--- src/rtl/av_config_i2c_pkg.sv ---
// Shared types and constants for the audio/video configuration I2C target.
// The FSM state encoding is exported so the top can expose it on a debug port.
package av_config_i2c_pkg;

  typedef enum logic [3:0] {
    ST_IDLE,
    ST_ADDR,
    ST_ADDR_ACK,
    ST_SUB,
    ST_SUB_ACK,
    ST_WDATA,
    ST_WDATA_ACK,
    ST_RDATA,
    ST_RDATA_ACK
  } i2c_state_e;

  localparam logic       I2C_RW_WRITE = 1'b0;
  localparam logic       I2C_RW_READ  = 1'b1;
  localparam logic [7:0] READ_FILL    = 8'hFF;

endpackage

--- src/rtl/i2c_bus_sampler.sv ---
// Synchronises the raw SCL/SDA pad inputs and derives single-cycle bus event pulses.
// Every event is computed from synchronised values only.
module i2c_bus_sampler (
  input  logic clk,
  input  logic reset,
  input  logic scl_in,
  input  logic sda_in,
  output logic sda,
  output logic scl_rise,
  output logic scl_fall,
  output logic start_det,
  output logic stop_det
);

  logic [1:0] scl_sync;
  logic [1:0] sda_sync;
  logic       scl_prev;
  logic       sda_prev;
  logic       scl_s;

  // Reset to the idle-bus level so releasing reset never fakes an edge.
  always_ff @(posedge clk or posedge reset) begin
    if (reset) begin
      scl_sync <= 2'b11;
      sda_sync <= 2'b11;
      scl_prev <= 1'b1;
      sda_prev <= 1'b1;
    end else begin
      scl_sync <= {scl_sync[0], scl_in};
      sda_sync <= {sda_sync[0], sda_in};
      scl_prev <= scl_sync[1];
      sda_prev <= sda_sync[1];
    end
  end

  assign scl_s     = scl_sync[1];
  assign sda       = sda_sync[1];
  assign scl_rise  = scl_s & ~scl_prev;
  assign scl_fall  = ~scl_s & scl_prev;
  assign start_det = scl_s & scl_prev & sda_prev & ~sda;
  assign stop_det  = scl_s & scl_prev & ~sda_prev & sda;

endmodule

--- src/rtl/av_config_i2c_responder.sv ---
// I2C target modelling the codec/decoder register port: 8-bit sub-address pointer with
// auto-increment, byte writes and reads, open-drain SDA pull-down on sda_oe.
module av_config_i2c_responder
  import av_config_i2c_pkg::*;
#(
  parameter logic [6:0] DEV_ADDR    = 7'h1A,
  parameter int         NUM_REGS    = 16,
  parameter int         HOLD_CYCLES = 4
) (
  input  logic       clk,
  input  logic       reset,
  input  logic       scl_in,
  input  logic       sda_in,
  output logic       sda_oe,
  output logic       reg_wr_valid,
  output logic [7:0] reg_wr_addr,
  output logic [7:0] reg_wr_data,
  output logic       busy,
  output i2c_state_e dbg_state
);

  localparam int RAW = (NUM_REGS > 1) ? $clog2(NUM_REGS) : 1;
  localparam int HCW = (HOLD_CYCLES > 1) ? $clog2(HOLD_CYCLES) : 1;

  logic sda_s, scl_rise, scl_fall, start_det, stop_det;

  i2c_bus_sampler u_sampler (
    .clk       (clk),
    .reset     (reset),
    .scl_in    (scl_in),
    .sda_in    (sda_in),
    .sda       (sda_s),
    .scl_rise  (scl_rise),
    .scl_fall  (scl_fall),
    .start_det (start_det),
    .stop_det  (stop_det)
  );

  i2c_state_e       state_q, state_d;
  logic [2:0]       bit_cnt;
  logic [6:0]       shift_q;
  logic [7:0]       pointer;
  logic             rw_q;
  logic             ack_ok_q;
  logic             hold_pending;
  logic [HCW-1:0]   hold_cnt;
  logic [7:0]       regs [NUM_REGS];

  logic [7:0] rx_byte;
  logic       last_bit;
  logic       addr_match;
  logic       ptr_in_range;
  logic [7:0] read_byte;
  logic       drive_low;

  assign rx_byte      = {shift_q, sda_s};
  assign last_bit     = (bit_cnt == 3'd7);
  assign addr_match   = (rx_byte[7:1] == DEV_ADDR);
  assign ptr_in_range = ({24'd0, pointer} < 32'(NUM_REGS));
  assign read_byte    = ptr_in_range ? regs[pointer[RAW-1:0]] : READ_FILL;
  assign dbg_state    = state_q;

  // Bus events move the FSM on SCL rise; START/STOP always win over a coincident edge.
  always_comb begin
    state_d = state_q;
    if (stop_det) begin
      state_d = ST_IDLE;
    end else if (start_det) begin
      state_d = ST_ADDR;
    end else if (scl_rise) begin
      case (state_q)
        ST_ADDR:      if (last_bit) state_d = addr_match ? ST_ADDR_ACK : ST_IDLE;
        ST_ADDR_ACK:  state_d = (rw_q == I2C_RW_READ) ? ST_RDATA : ST_SUB;
        ST_SUB:       if (last_bit) state_d = ST_SUB_ACK;
        ST_SUB_ACK:   state_d = ST_WDATA;
        ST_WDATA:     if (last_bit) state_d = ST_WDATA_ACK;
        ST_WDATA_ACK: state_d = ST_WDATA;
        ST_RDATA:     if (last_bit) state_d = ST_RDATA_ACK;
        ST_RDATA_ACK: state_d = sda_s ? ST_IDLE : ST_RDATA;
        default:      state_d = state_q;
      endcase
    end
  end

  // SDA level for the low phase that follows an SCL fall; state is stable while SCL is low.
  always_comb begin
    drive_low = 1'b0;
    case (state_q)
      ST_ADDR_ACK,
      ST_SUB_ACK:   drive_low = 1'b1;
      ST_WDATA_ACK: drive_low = ack_ok_q;
      ST_RDATA:     drive_low = ~read_byte[3'd7 - bit_cnt];
      default:      drive_low = 1'b0;
    endcase
  end

  always_ff @(posedge clk or posedge reset) begin
    if (reset) state_q <= ST_IDLE;
    else       state_q <= state_d;
  end

  // reg_wr_valid is a one-cycle pulse with addr/data alongside; there is no backpressure.
  always_ff @(posedge clk or posedge reset) begin
    if (reset) begin
      sda_oe       <= 1'b0;
      reg_wr_valid <= 1'b0;
      reg_wr_addr  <= 8'h00;
      reg_wr_data  <= 8'h00;
      busy         <= 1'b0;
      bit_cnt      <= 3'd0;
      shift_q      <= 7'd0;
      pointer      <= 8'h00;
      rw_q         <= I2C_RW_WRITE;
      ack_ok_q     <= 1'b0;
      hold_pending <= 1'b0;
      hold_cnt     <= '0;
      for (int i = 0; i < NUM_REGS; i++) regs[i] <= 8'h00;
    end else begin
      reg_wr_valid <= 1'b0;
      if (start_det || stop_det) begin
        bit_cnt      <= 3'd0;
        hold_pending <= 1'b0;
        sda_oe       <= 1'b0;
        if (stop_det) busy <= 1'b0;
      end else begin
        if (scl_rise) begin
          shift_q <= rx_byte[6:0];
          bit_cnt <= bit_cnt + 3'd1;
          case (state_q)
            ST_ADDR: begin
              if (last_bit) begin
                busy <= addr_match;
                rw_q <= sda_s;
              end
            end
            ST_ADDR_ACK,
            ST_SUB_ACK,
            ST_WDATA_ACK: bit_cnt <= 3'd0;
            ST_SUB: begin
              if (last_bit) pointer <= rx_byte;
            end
            ST_WDATA: begin
              if (last_bit) begin
                ack_ok_q <= ptr_in_range;
                pointer  <= pointer + 8'd1;
                if (ptr_in_range) begin
                  regs[pointer[RAW-1:0]] <= rx_byte;
                  reg_wr_valid           <= 1'b1;
                  reg_wr_addr            <= pointer;
                  reg_wr_data            <= rx_byte;
                end
              end
            end
            ST_RDATA_ACK: begin
              pointer <= pointer + 8'd1;
              bit_cnt <= 3'd0;
            end
            default: ;
          endcase
        end
        // Data hold time: sda_oe follows drive_low HOLD_CYCLES clocks after the SCL fall.
        if (scl_fall) begin
          hold_pending <= 1'b1;
          hold_cnt     <= HCW'(HOLD_CYCLES - 1);
        end else if (hold_pending) begin
          if (hold_cnt == '0) begin
            sda_oe       <= drive_low;
            hold_pending <= 1'b0;
          end else begin
            hold_cnt <= hold_cnt - 1'b1;
          end
        end
      end
    end
  end

endmodule

--- config.mk ---
export PLATFORM = sky130hd
export DESIGN_NAME = av_config_i2c_responder
export DESIGN_NICKNAME = d
export VERILOG_FILES = /design/src/rtl/av_config_i2c_pkg.sv /design/src/rtl/i2c_bus_sampler.sv /design/src/rtl/av_config_i2c_responder.sv
export SDC_FILE = /design/constraint.sdc
export NUM_CORES = 1
export LEC_CHECK = 0
export CAP_MARGIN = 0
export CELL_PAD_IN_SITES_DETAIL_PLACEMENT = 1
export CELL_PAD_IN_SITES_GLOBAL_PLACEMENT = 1
export CORE_MARGIN = 4
export CORE_UTILIZATION = 55
export CTS_BUF_LIST = sky130_fd_sc_hd__clkbuf_8
export CTS_CLUSTER_DIAMETER = 60
export CTS_CLUSTER_SIZE = 20
export DETAILED_ROUTE_END_ITERATION = 8
export DONT_BUFFER_PORTS = 1
export GPL_ROUTABILITY_DRIVEN = 0
export PLACE_DENSITY = 0.91
export SYNTH_ARGS = -nofsm -noshare
export SYNTH_HDL_FRONTEND = slang
export SYNTH_SLANG_ARGS = --single-unit
--- constraint.sdc ---
create_clock -name clk -period 11.85 [get_ports clk]
set_input_delay 2.37 -clock clk [delete_from_list [all_inputs] [get_ports clk]]
set_output_delay 2.37 -clock clk [all_outputs]
set_load 0.05 [all_outputs]
==> results summary, run 1 <==
The mapped netlist covers 8670 um^2. The worst IR drop on VDD came out at 0.0962 mV. STA classifies the critical path endpoint as an output pin.

Per report_power, the clock group accounts for 31.3% of the total. The post-cts hold buffer count is 0. The final antenna diode count is 0.

The x dimension of the die is 134 um. The signed area change from the synthesized netlist to the final layout is 5.18%. The mean cell area of the mapped netlist is 13.0 um^2.

The share of flip-flops with an asynchronous set or reset after synthesis is 100%. The final period utilization came out at 32.3%. The maximum number of pins on one net before global-route repair came out at 109. The leftover overflow at the end of global routing came out at 0.

The critical path crosses 0 cells after its start point. The depth of the worst register-to-register path is 5. The combinational group share of total power came out at 13.7%. Cells with a size suffix above 1 make up 34.2% of the layout. In the routed design, unresolved DRC markers number 0.

Across every metal layer, demand over resource in global routing totals 27.3%. The path class of the tightest hold or removal check is register to register. The reported max-cap violation count came out at 0. The final number of max-transition violations is 0.

The number of hold-slack violations in the final timing report came out at 0. Of all nets on the critical path, the largest fanout is 17. The endpoint identified for the worst register-to-register timing path is regs[4]$_DFFE_PP0P_.

The area of the placeable core is 15300 um^2. The number of synthesis warnings is 0. For the final routed database, the setup TNS stands at 0 ns.

The first TritonRoute pass finished after 5 iterations. For this run, the top clock speed supported by timing is 262 MHz. The routed design could run at a clock period as short as 3.82 ns. The floorplan has 45 rows. The first global-routing pass estimated 37000 um of wire. The total wirelength of the detailed-routed design came out at 23100 um. The power per cell area came out at 145 nW/um^2. In this run the critical register-to-register path is launched from u_sampler.scl_sync[1]$_DFF_PP1_. The die is 134 um tall. The most used flip-flop cell after synthesis is sky130_fd_sc_hd__dfrtp_1.

Between clock sinks in the finished design, the worst skew comes to 0.0199 ns. The sort of element at the start of the critical path is a register. The area of the die came out at 17800 um^2.

Counting flops and latches in the post-synthesis netlist gives 180. The final net count is 655. The required time of the worst setup path is 9.48 ns. The initial antenna violation count is 0.

The maximum root-to-sink buffer count is 2. The number of buffers created by CTS came out at 17. Internal power comes to 0.865 mW. Counting every sink on the clock net gives 180. Dividing the detail-routed via count by the number of cells gives 6.50.

The post-cts sizing count came out at 0. Setup repair after global routing left no endpoint under its margin. In the layout the commonest cells are sky130_fd_sc_hd__dfrtp_1 (173), sky130_fd_sc_hd__mux2_2 (100), sky130_fd_sc_hd__nand2_1 (72).

The library cell used most frequently in the layout, excluding fill and tap cells, is sky130_fd_sc_hd__dfrtp_1. The run finished with clean final reports. The end point of the critical path is dbg_state[2].

The number of vias in the routed layout is 5641. The final hold slack is 0.365 ns. During I/O placement, the number of pins put on the boundary was 27.

After clock tree synthesis, the clock-pin slew on the worst setup and hold paths is 0.11 ns. The worst-margin pin slew came out at 1.12 ns. The sequential area share after synthesis came out at 52.1%. The clock network latency to the later pin of the worst-skew pair is 0.49 ns. Across all register-to-register paths, the minimum setup slack is 8.39 ns. The startpoint-to-endpoint class of the critical path is register to output pin.

The portion of synthesized cell area occupied by the leading cell type is 50.2%. The remaining number of nets flagged by the antenna check after routing is 0. The initial standard-cell utilization of the core came out at 56.6%. The biggest area contributor in the post-synthesis netlist is sky130_fd_sc_hd__dfrtp_1. After synthesis, the cell types taking the most area are sky130_fd_sc_hd__dfrtp_1 (50%), sky130_fd_sc_hd__mux2_2 (13%), sky130_fd_sc_hd__mux4_2 (6.2%). The detailed-route wire length per cell is 26.6 um. TritonCTS built the clock tree. The net switching power came out at 0.456 mW. The H-tree was split into 4 levels. In this run the tightest slew margin relative to its limit is 25.3%. For this design the static power due to leakage is 4.34 nW. The distinct cell type count after synthesis is 67. Synthesis produced a netlist with a net count of 677.

In this run the post-CTS setup repair buffer count came out at 0. The number of endpoints failing setup at the final stage came out at 0. The first element of the critical path is dbg_state[2]$_DFFE_PP0P_. The share of power burned in registers is 55.0%. The number of buffer cells added on primary ports came out at 0. The synthesized instance count came out at 666. The final HPWL from detailed placement came out at 14900 um. For the worst setup path, the data arrival time is 1.45 ns.

The via count of the first global-routing pass is 6335. The DRC violation total after the first TritonRoute iteration is 504. The switching share of power is 34.5%. The number of synthesized flops with an enable pin came out at 0. Clock tree synthesis selected as its root buffer the cell sky130_fd_sc_hd__clkbuf_8.
-- logic make-up after synthesis --
family	count (synthesis)	synth area share, %
buffers and inverters	56	3.18
and+or+nand+nor	171	10.8
muxes	174	26.9
xor gates and xnor gates	2	0.202
adders and majority gates	7	1.01
AOI/OAI and AO/OA	76	5.89
DFF	180	52.1
-- sequential cells by signal, summed over array words and instances (netlist names), 2 cells and up --
register and cells:
bit_cnt 3, dbg_state 4, hold_cnt 2, pointer 8, reg_wr_addr 8, reg_wr_data 8, regs 128, shift_q 7
u_sampler.scl_sync 2, u_sampler.sda_sync 2
-- cell usage after synthesis, types with 2 or more instances --
master	n
sky130_fd_sc_hd__mux2_1	4
sky130_fd_sc_hd__nand3_1	20
sky130_fd_sc_hd__nor2_1	17
sky130_fd_sc_hd__xor2_1	2
sky130_fd_sc_hd__ha_1	7
sky130_fd_sc_hd__nand2_2	11
sky130_fd_sc_hd__mux2i_1	14
sky130_fd_sc_hd__o21a_1	2
sky130_fd_sc_hd__nand4_1	3
sky130_fd_sc_hd__mux2_4	32
sky130_fd_sc_hd__a22oi_1	2
sky130_fd_sc_hd__buf_1	3
sky130_fd_sc_hd__a221oi_1	3
sky130_fd_sc_hd__nand2_1	72
sky130_fd_sc_hd__a21oi_1	19
sky130_fd_sc_hd__and3_1	3
sky130_fd_sc_hd__a31oi_1	5
sky130_fd_sc_hd__mux2_2	100
sky130_fd_sc_hd__nand2b_1	3
sky130_fd_sc_hd__a221o_1	2
sky130_fd_sc_hd__o221a_2	2
sky130_fd_sc_hd__nand3b_1	2
sky130_fd_sc_hd__nor4b_1	2
sky130_fd_sc_hd__buf_6	3
sky130_fd_sc_hd__o21ai_0	19
sky130_fd_sc_hd__clkbuf_1	25
sky130_fd_sc_hd__buf_2	9
sky130_fd_sc_hd__a22o_1	3
sky130_fd_sc_hd__nor3_1	4
sky130_fd_sc_hd__nor2b_1	6
sky130_fd_sc_hd__and2_1	8
sky130_fd_sc_hd__mux4_2	24
sky130_fd_sc_hd__inv_1	11
sky130_fd_sc_hd__buf_4	4
sky130_fd_sc_hd__o221ai_1	4
sky130_fd_sc_hd__a211o_1	2
sky130_fd_sc_hd__nand2_8	4
sky130_fd_sc_hd__nor3_4	2
sky130_fd_sc_hd__dfstp_2	6
sky130_fd_sc_hd__nand4b_1	2
sky130_fd_sc_hd__dfrtp_1	174
-- per-stage QoR --
stage	cells	power, mW	cell area, um^2	util, %	worst slack (ns)
5_1_grt	868	1.38	9120	59.5	7.98
3_5_place_dp	836	0.912	8730	57.0	7.76
4_1_cts	868	1.32	9120	59.5	8.03
6_report	868	1.32	9120	59.5	8.03
3_3_place_gp	836	0.889	8730	57.0	7.89
2_1_floorplan	666	0.846	8670	-	4.60
-- power by group through the flow --
stage          clock [mW]  sequential (mW)  combinational (mW)
2_1_floorplan           0            0.678               0.169
3_3_place_gp            0            0.728               0.162
3_5_place_dp            0            0.735               0.177
4_1_cts             0.420            0.723               0.180
5_1_grt             0.447            0.731               0.198
6_report            0.414            0.726               0.181
-- how the worst min path moves through the flow --
stage / start / endpoint / slack, ns / depth (start not counted)
floorplan: u_sampler.scl_sync[0]$_DFF_PP1_ / u_sampler.scl_sync[1]$_DFF_PP1_ / 0.35 / 0
global placement: u_sampler.sda_sync[0]$_DFF_PP1_ / u_sampler.sda_sync[1]$_DFF_PP1_ / 0.35 / 0
detailed placement: u_sampler.sda_sync[0]$_DFF_PP1_ / u_sampler.sda_sync[1]$_DFF_PP1_ / 0.35 / 0
CTS: u_sampler.sda_sync[0]$_DFF_PP1_ / u_sampler.sda_sync[1]$_DFF_PP1_ / 0.37 / 0
global route: u_sampler.scl_sync[0]$_DFF_PP1_ / u_sampler.scl_sync[1]$_DFF_PP1_ / 0.37 / 0
finish: u_sampler.sda_sync[0]$_DFF_PP1_ / u_sampler.sda_sync[1]$_DFF_PP1_ / 0.36 / 0
-- routing by layer --
| layer | track usage [%] | wire, um |
|---|---|---|
| met1 | 34.1 | 9290 |
| met3 | 6.04 | 1330 |
| met2 | 46.5 | 11800 |
| met4 | 11.1 | 661 |
| met5 | 0 | 0 |
-- cell type report --
class	count	area (um^2)
clock buffers	18	248
clock inverters	14	135
fillers	1524	6200
inverters	11	46.3
multi-input cells	430	3880
flip-flops and latches	180	4510
well taps	211	264
repair buffers	4	30.0
No activity file was read; power rests on OpenSTA's default activity.
==> inputs of run 2 (changes only) <==
--- a/config.mk
+++ b/config.mk
@@ -9,14 +9,14 @@
 export CELL_PAD_IN_SITES_DETAIL_PLACEMENT = 1
 export CELL_PAD_IN_SITES_GLOBAL_PLACEMENT = 1
 export CORE_MARGIN = 4
-export CORE_UTILIZATION = 55
+export CORE_UTILIZATION = 50
 export CTS_BUF_LIST = sky130_fd_sc_hd__clkbuf_8
 export CTS_CLUSTER_DIAMETER = 60
 export CTS_CLUSTER_SIZE = 20
 export DETAILED_ROUTE_END_ITERATION = 8
 export DONT_BUFFER_PORTS = 1
 export GPL_ROUTABILITY_DRIVEN = 0
-export PLACE_DENSITY = 0.91
+export PLACE_DENSITY = 0.88
 export SYNTH_ARGS = -nofsm -noshare
 export SYNTH_HDL_FRONTEND = slang
 export SYNTH_SLANG_ARGS = --single-unit
==> constraint.sdc (replaced) <==
create_clock -name clk -period 3.2 [get_ports clk]
set_input_delay 0.64 -clock clk [delete_from_list [all_inputs] [get_ports clk]]
set_output_delay 0.64 -clock clk [all_outputs]
set_load 0.05 [all_outputs]
==> run 2 against run 1 <==
Compared with the run above: core utilization fell by 4.1 points; first-iteration DRC count fell by 36%; combinational power rose to 4.0 times the previous value; cell count rose by 2.6%; count of clock-buffer cells in the layout did not move; clock skew fell by 0.0067 ns; die area rose by 9.4%; non-clock buffer count rose by 14; register-to-register slack got worse by 8.0 ns; sequential power rose to 3.6 times the previous value; worst setup slack got worse by 7.6 ns; largest cell class unchanged.
==> results summary, run 2 (same netlist as run 1, synthesis figures left out) <==
The largest fanout on the critical path is 25. The level count of the clock H-tree came out at 4. The total wirelength of the detailed-routed design came out at 22200 um.

The signed area change from the synthesized netlist to the final layout is 7.17%. The final HPWL from detailed placement came out at 15100 um. Once the clock tree was built, the resizer swapped 0 gates to a different size. The ratio of routed vias to standard cells came out at 6.21. Setup repair after global routing left no endpoint under its margin. In the final layout, the share of cells above drive strength 1 is 35.6%. Dividing the detail-routed wire length by the instance count gives 24.9 um.

The final number of max-transition violations came to 0. The endpoint arrival time on the critical path came out at 3.22 ns. The via count of the first global-routing pass came to 6158.

The detailed router placed 5535 vias in this run. The number of buffers added for setup after CTS came out at 0. The remaining number of nets flagged by the antenna check after routing is 0.

The min-delay analysis places its worst path in the category input pin to register. The root buffer cell chosen for the clock tree is sky130_fd_sc_hd__clkbuf_8. The peak-usage layer in the global routing report is met2. The maximum root-to-sink buffer count is 2.

The die outline height is 140 um. The post-cts hold buffer count came out at 0. Across the run, the number of max-cap violations was 0. The number of sinks driven by the clock tree is 180.

The overall fraction of global-route tracks in use is 23.6%. The critical path goes through mux4_2, mux2_2, a221oi_1, nor4b_1, nor2_1, a41o_1. The DRC violation total after the first TritonRoute iteration is 324. In the layout the commonest cells are sky130_fd_sc_hd__dfrtp_1 (173), sky130_fd_sc_hd__mux2_2 (100), sky130_fd_sc_hd__nand2_1 (72). The sort of element at the start of the critical path is a register. The static leakage is 4.42 nW.

The clock reaches the later pin of the worst-skew pair after 0.47 ns. The first detailed-routing pass took 4 iterations. The area of the placeable core came out at 16800 um^2. STA classifies the critical path endpoint as a register.

The initial standard-cell utilization of the core came out at 51.7%. The number of buffer cells added on primary ports is 0. The final antenna diode count came out at 0.

The largest stage delay on the critical path came out at 0.95 ns. Measured against its own limit, the worst slew margin works out to 29.1%. For this run, design rule violations remaining after detail routing come to 0. For the pin with the worst max-slew slack, the measured transition is 1.06 ns. Clock-pin slew was measured on the worst setup and hold paths at 0.10 ns. The number of buffers created by CTS came out at 17. The I/O pin total is 27.

The x dimension of the die is 140 um. The global-route wire length before repair is 35700 um. For the worst setup path, the data required time is 3.62 ns. The startpoint of the worst hold path is sda_in.

The worst IR drop on VDD is 0.304 mV. The minimum clock period after layout is 2.81 ns. The number of hold-slack violations in the final timing report came out at 0. The critical path starts at pointer[0]$_DFFE_PP0P_. The fmax came out at 356 MHz.

Entering global routing, the biggest net connects 49 pins. The area of the die came out at 19500 um^2. Dividing the final minimum period by the clock period gives 87.8%.

The initial antenna violation count was 0. More flip-flops sit in one register than any other, and that register is regs. The power per cell area is 533 nW/um^2.

The leftover overflow at the end of global routing came out at 0. The worst register-to-register path begins at pointer[0]$_DFFE_PP0P_. The run finished with clean final reports.

Summed over all failing endpoints, the final setup total negative slack is 0 ns. For this run, global-route usage on met3 was measured as 5.21%. The startpoint-to-endpoint class of the critical path is register to register. The flip-flop count of the largest register after layout came out at 128. The worst clock skew came out at 0.0132 ns. The global-route track usage on met2 is 39.1%. For this design, the slowest cell found on the critical path is sky130_fd_sc_hd__dfrtp_2. Cells fill 55.4% of the core in the end.

The TritonCTS clock tree is done. The number of core rows is 47. For this run, the post-layout net count is 669. The met1 track utilization from global routing came out at 30.8%. The number of endpoints failing setup at the final stage is 0. Leaving out fill and tap cells, the most frequent cell in the layout is sky130_fd_sc_hd__dfrtp_1.
## run 2: metrics by stage
stage / worst slack, ns / hold WS (ns) / total power [mW] / cell area (um^2) / cells
after CTS: 0.389 / 0.124 / 4.98 / 9290 / 891
after floorplan: 0.256 / 0.345 / 3.13 / 8670 / 666
after detailed placement: 0.416 / 0.353 / 3.39 / 8890 / 859
final: 0.392 / 0.153 / 4.95 / 9290 / 891
after global routing: 0.256 / 0.115 / 5.19 / 9290 / 891
after global placement: 0.532 / 0.347 / 3.33 / 8890 / 859
## run 2: worst max-delay path, delay by kind of cell, from the launching register on
family | cells | cell delay, ns
flops | 1 | 0.95
compound gates | 2 | 0.55
mux | 2 | 0.90
simple gates | 2 | 0.35
## run 2: final timing paths
check | end | cells past startpoint | slack [ns]
worst max-delay path | sda_oe$_DFFE_PP0P_ | 6 | 0.39
worst min-delay path | u_sampler.sda_sync[0]$_DFF_PP1_ | 0 | 0.15
worst max register to register | sda_oe$_DFFE_PP0P_ | 6 | 0.39
worst min register to register | u_sampler.scl_sync[1]$_DFF_PP1_ | 0 | 0.37
max in group asynchronous | regs[43]$_DFFE_PP0P_ | 2 | 2.12
min in group asynchronous | regs[100]$_DFFE_PP0P_ | 1 | 0.23
## run 2: report_power, final
part	leakage, nW	internal (mW)	switching (mW)
registers	2.47	2.35	0.275
logic	1.76	0.279	0.454
clock network	0.199	0.726	0.866
## run 2: cell type report
class	instances	area [um^2]
fillers	1655	7470
flip-flops and latches	180	4510
multi-input cells	430	3880
well taps	220	275
clock buffers	18	248
repair buffers	18	173
clock inverters	14	155
inverters	11	45.0
## run 2: metal layers
| metal | wire length [um] | vias up |
|---|---|---|
| met5 | 0 | - |
| met4 | 546 | 0 |
| met3 | 1060 | 39 |
| met2 | 11300 | 170 |
| met1 | 9290 | 2943 |
| li1 | - | 2383 |
